==> src/rtl/clk_mul_add.sv <==
// Sequential 16x16 unsigned multiply-accumulate, pd = qt*dv + rm.
// Shift-add datapath that retires one multiplier bit per clock in an 18-clock slot.
module clk_mul_add (
  input  logic        clk,
  input  logic        reset,
  input  logic [15:0] qt,
  input  logic [15:0] dv,
  input  logic [15:0] rm,
  input  logic        irdy,
  output logic [31:0] pd,
  output logic        ordy,
  output logic        busy
);

  localparam logic [1:0] S0 = 2'b00;
  localparam logic [1:0] S1 = 2'b01;
  localparam logic [1:0] S2 = 2'b10;

  logic [1:0]  r_state;
  logic [16:0] r_hi;
  logic [15:0] r_lo;
  logic [15:0] r_mreg;
  logic [3:0]  r_kreg;
  logic [31:0] r_pd;
  logic        r_ordy;
  logic        r_busy;
  logic [16:0] w_addend;
  logic [16:0] w_sum;

  // Partial-product add; r_hi[16] is always clear between iterations.
  always_comb begin
    w_addend = 17'd0;
    if (r_lo[0]) begin
      w_addend = {1'b0, r_mreg};
    end else begin
      w_addend = 17'd0;
    end
    w_sum = r_hi + w_addend;
  end

  // Control FSM and shift-add datapath.
  always_ff @(posedge clk or posedge reset) begin
    if (reset) begin
      r_state <= S0;
      r_hi    <= 17'd0;
      r_lo    <= 16'd0;
      r_mreg  <= 16'd0;
      r_kreg  <= 4'd0;
      r_pd    <= 32'd0;
      r_ordy  <= 1'b0;
      r_busy  <= 1'b0;
    end else begin
      case (r_state)
        S0: begin
          r_hi   <= {1'b0, rm};
          r_lo   <= qt;
          r_mreg <= dv;
          r_kreg <= 4'd15;
          r_ordy <= 1'b0;
          if (irdy) begin
            r_state <= S1;
            r_busy  <= 1'b1;
          end else begin
            r_state <= S0;
            r_busy  <= 1'b0;
          end
        end
        S1: begin
          // 33-bit right shift of {sum, lo}; the carry lands in hi[15].
          r_hi   <= {1'b0, w_sum[16:1]};
          r_lo   <= {w_sum[0], r_lo[15:1]};
          r_kreg <= r_kreg - 4'd1;
          r_busy <= 1'b1;
          if (r_kreg == 4'd0) begin
            r_state <= S2;
            r_pd    <= {w_sum, r_lo[15:1]};
            r_ordy  <= 1'b1;
          end else begin
            r_state <= S1;
            r_ordy  <= 1'b0;
          end
        end
        S2: begin
          r_state <= S0;
          r_ordy  <= 1'b0;
          r_busy  <= 1'b0;
        end
        default: begin
          r_state <= S0;
          r_ordy  <= 1'b0;
          r_busy  <= 1'b0;
        end
      endcase
    end
  end

  assign pd   = r_pd;
  assign ordy = r_ordy;
  assign busy = r_busy;

endmodule

==> config.mk <==
export PLATFORM = sky130hd
export DESIGN_NAME = clk_mul_add
export DESIGN_NICKNAME = d
export VERILOG_FILES = /design/src/rtl/clk_mul_add.sv
export SDC_FILE = /design/constraint.sdc
export NUM_CORES = 1
export LEC_CHECK = 0
export ABC_AREA = 1
export CORE_ASPECT_RATIO = 1.75
export CORE_MARGIN = 5
export CORE_UTILIZATION = 55
export CTS_BUF_LIST = sky130_fd_sc_hd__clkbuf_4 sky130_fd_sc_hd__clkbuf_8
export DETAILED_ROUTE_END_ITERATION = 7
export GPL_TIMING_DRIVEN = 0
export PLACE_DENSITY = 0.83
export SLEW_MARGIN = 40
export SYNTH_ARGS = -nofsm -noshare
export SYNTH_HDL_FRONTEND = slang
export SYNTH_SLANG_ARGS = --single-unit
==> constraint.sdc <==
create_clock -name clk -period 4.8 [get_ports clk]
set_input_delay 1.44 -clock clk [delete_from_list [all_inputs] [get_ports clk]]
set_output_delay 1.44 -clock clk [all_outputs]
set_load 0.02 [all_outputs]
==> flow_summary.yaml <==
global_routing:
  antenna_found_initial: 0
  grt_pass1_wl_um: 20300
  grt_overflow: 0
  grt_max_degree: 64
  grt_pass1_vias: 4457
  grt_usage_pct: 25.6
floorplan:
  fp.dieW_um: 79.1
  dieHeight_um: 131
  initial_core_util_pct: 55.6
  pin_count: 85
  coreArea_um2: 8260
  die_area_um2: 10400
  rows: 44
power:
  power_leakage_nw: 3.12
  ir_drop_uv: 387
  powerDensity_nw_per_um2: 685
  total_power_mw: 3.96
drt:
  drc: 0
  drtIter0Drc: 271
  wl_per_cell_um: 15.6
  ant_nets: 0
  dr.pass1.iters: 7
  num_vias: 4193
  routed_wirelength_um: 12400
  via_per_inst: 5.27
yosys:
  synth_nets: 673
  syn_area_per_cell_um2: 7.62
  synth-seq-cells: 88
  ys_warn_count: 0
  yosysUniqueCellTypes: 27
  synth_top_area_share_pct: 47.9
  netlist_area_um2: 4590
  synthCells: 603
  synth.area.top_cells: "dfrtp_1 48%, nand2_1 23%, inv_1 5.3%"
  seq_area_frac_synth_pct: 47.9
  synth_area_leader_cell: "dfrtp_1"
worst_setup_path:
  start_kind: "flip-flop"
  crit_family: "buffers and inverters"
  crit_path_max_incr_delay_ns: 0.62
  cp.required_ns: 3.36
  cp_cell_sequence: "clkdlybuf4s50_1"
  critPathMaxFanout: 2
  cp-end-kind: "output pin"
  path_class: "flip-flop to output pin"
  cp.arrival_ns: 1.37
  cp_num_buf_inv: 1
  worst_path_max_delay_cell: "clkdlybuf4s50_1"
timing:
  worstMarginPinSlew_ns: 0.586
  fin_crit_sh_pct: 58.6
  finalMaxSlewViolations: 0
  fmax_mhz: 356
  fin_skew_ns: 0.00976
  setup_viol: 0
  slew_headroom_pct: 61.0
  min_period_ns: 2.81
  hold_ws_ns: 0.477
  tns_ns: 0
  rsz0062_at_grt: "false"
  hold_viol_final: 0
clocking:
  ctsLongestPathBuffers: 2
  clock_sinks: 88
  hold_buffers: 0
  cts-root-buf: "clkbuf_8"
  post-cts-setup-buffer-count: 0
  h-tree-depth: 3
  cts-resized-gates: 0
  clk_pin_slew_ns: 0.09
  cts_made_buffers: 9
  clk_latency_ns: 0.37
  cts_tree: "yes"
placement:
  gp_congestion: 0.928
  port_buffers: 84
  dp_hpwl_um: 9620
  placed_area_um2: 5580
finish:
  final_util_pct: 70.0
  nets: 769
  fin_area_um2: 5780
  n_antenna_cell: 0
  multi_input_area_um2: 2010
  drive_gt1_share_pct: 5.68
  final_cell_mix: "285 x nand2_1, 88 x dfrtp_1, 84 x clkdlybuf4s50_1, 64 x inv_1, 42 x nand3_1"
  fill_cells: 685
  layout_commonest_cell: "nand2_1"
  seq_area_um2: 2200
  syn2layout_area_growth_pct: 25.9
run_status:
  status: "completed"
min_path:
  hp-class: "flip-flop to flip-flop"
job:
  max-cap-violations: 0
==> where the power goes <==
group	leakage, nW	internal (mW)	switching [mW]
clock network	0.0975	0.260	0.266
registers	1.09	1.10	0.214
logic	1.93	0.809	1.32
==> kinds of logic after synthesis <==
family / Yosys count / synth area share, %
simple gates: 359 / 31.8
xor+xnor: 4 / 0.763
compound gates: 44 / 5.88
fa+ha+maj: 19 / 5.34
buf+inv: 89 / 8.25
flops: 88 / 47.9
==> synthesized netlist by cell type <==
cell / n
or2_2: 1
or2_1: 4
nand3b_1: 4
ha_1: 18
nor2_4: 1
nor2_8: 1
buf_2: 12
nand4_1: 1
nand3_1: 42
inv_2: 3
o21a_1: 1
o211ai_1: 4
xnor2_1: 1
a21oi_1: 10
buf_6: 4
clkbuf_1: 5
o21bai_1: 1
and2_1: 1
fa_1: 1
xor2_1: 3
a22oi_1: 14
inv_1: 65
dfrtp_1: 88
o21ai_0: 14
nor3_1: 4
nor2_1: 15
nand2_1: 285
==> per-layer routing <==
layer	share of wire [%]	track usage, %
met1	37	26.9
met2	54	47.7
met3	4.2	4.32
met4	4.7	14.4
met5	0	0
==> through the flow <==
stage	std cells	worst slack, ns
2_1_floorplan	603	1.08
3_3_place_gp	779	-0.171
3_5_place_dp	780	2.38
4_1_cts	796	1.98
5_1_grt	796	1.94
6_report	796	1.99
==> final timing paths <==
check,start,to,cells past startpoint,slack [ns]
max,pd[29]$_DFFE_PP0P_,pd[29],1,1.99
min,pd[3]$_DFFE_PP0P_,pd[3]$_DFFE_PP0P_,2,0.48
max reg2reg,r_lo[0]$_DFFE_PP0P_,pd[26]$_DFFE_PP0P_,13,2.33
min reg2reg,pd[3]$_DFFE_PP0P_,pd[3]$_DFFE_PP0P_,2,0.48
max in group asynchronous,reset,r_hi[11]$_DFFE_PP0P_,3,2.82
min in group asynchronous,reset,pd[16]$_DFFE_PP0P_,2,1.38
==> registers in the layout, summed over array words and instances, names as in the netlist <==
signal,flops
ordy,1
pd,32
r_state,2
busy,1
r_hi,16
r_mreg,16
r_kreg,4
r_lo,16
==> layout make-up <==
class / instances / share of cell area (%)
Clock buffer: 12 / 2.53
Clock inverter: 4 / 0.931
Timing Repair Buffer: 85 / 15.0
Inverter: 68 / 4.50
Tap cell: 92 / 1.99
Buffer: 21 / 2.14
Sequential cell: 88 / 38.1
Multi-Input combinational cell: 426 / 34.8
Power figures use the tool's default switching activity.
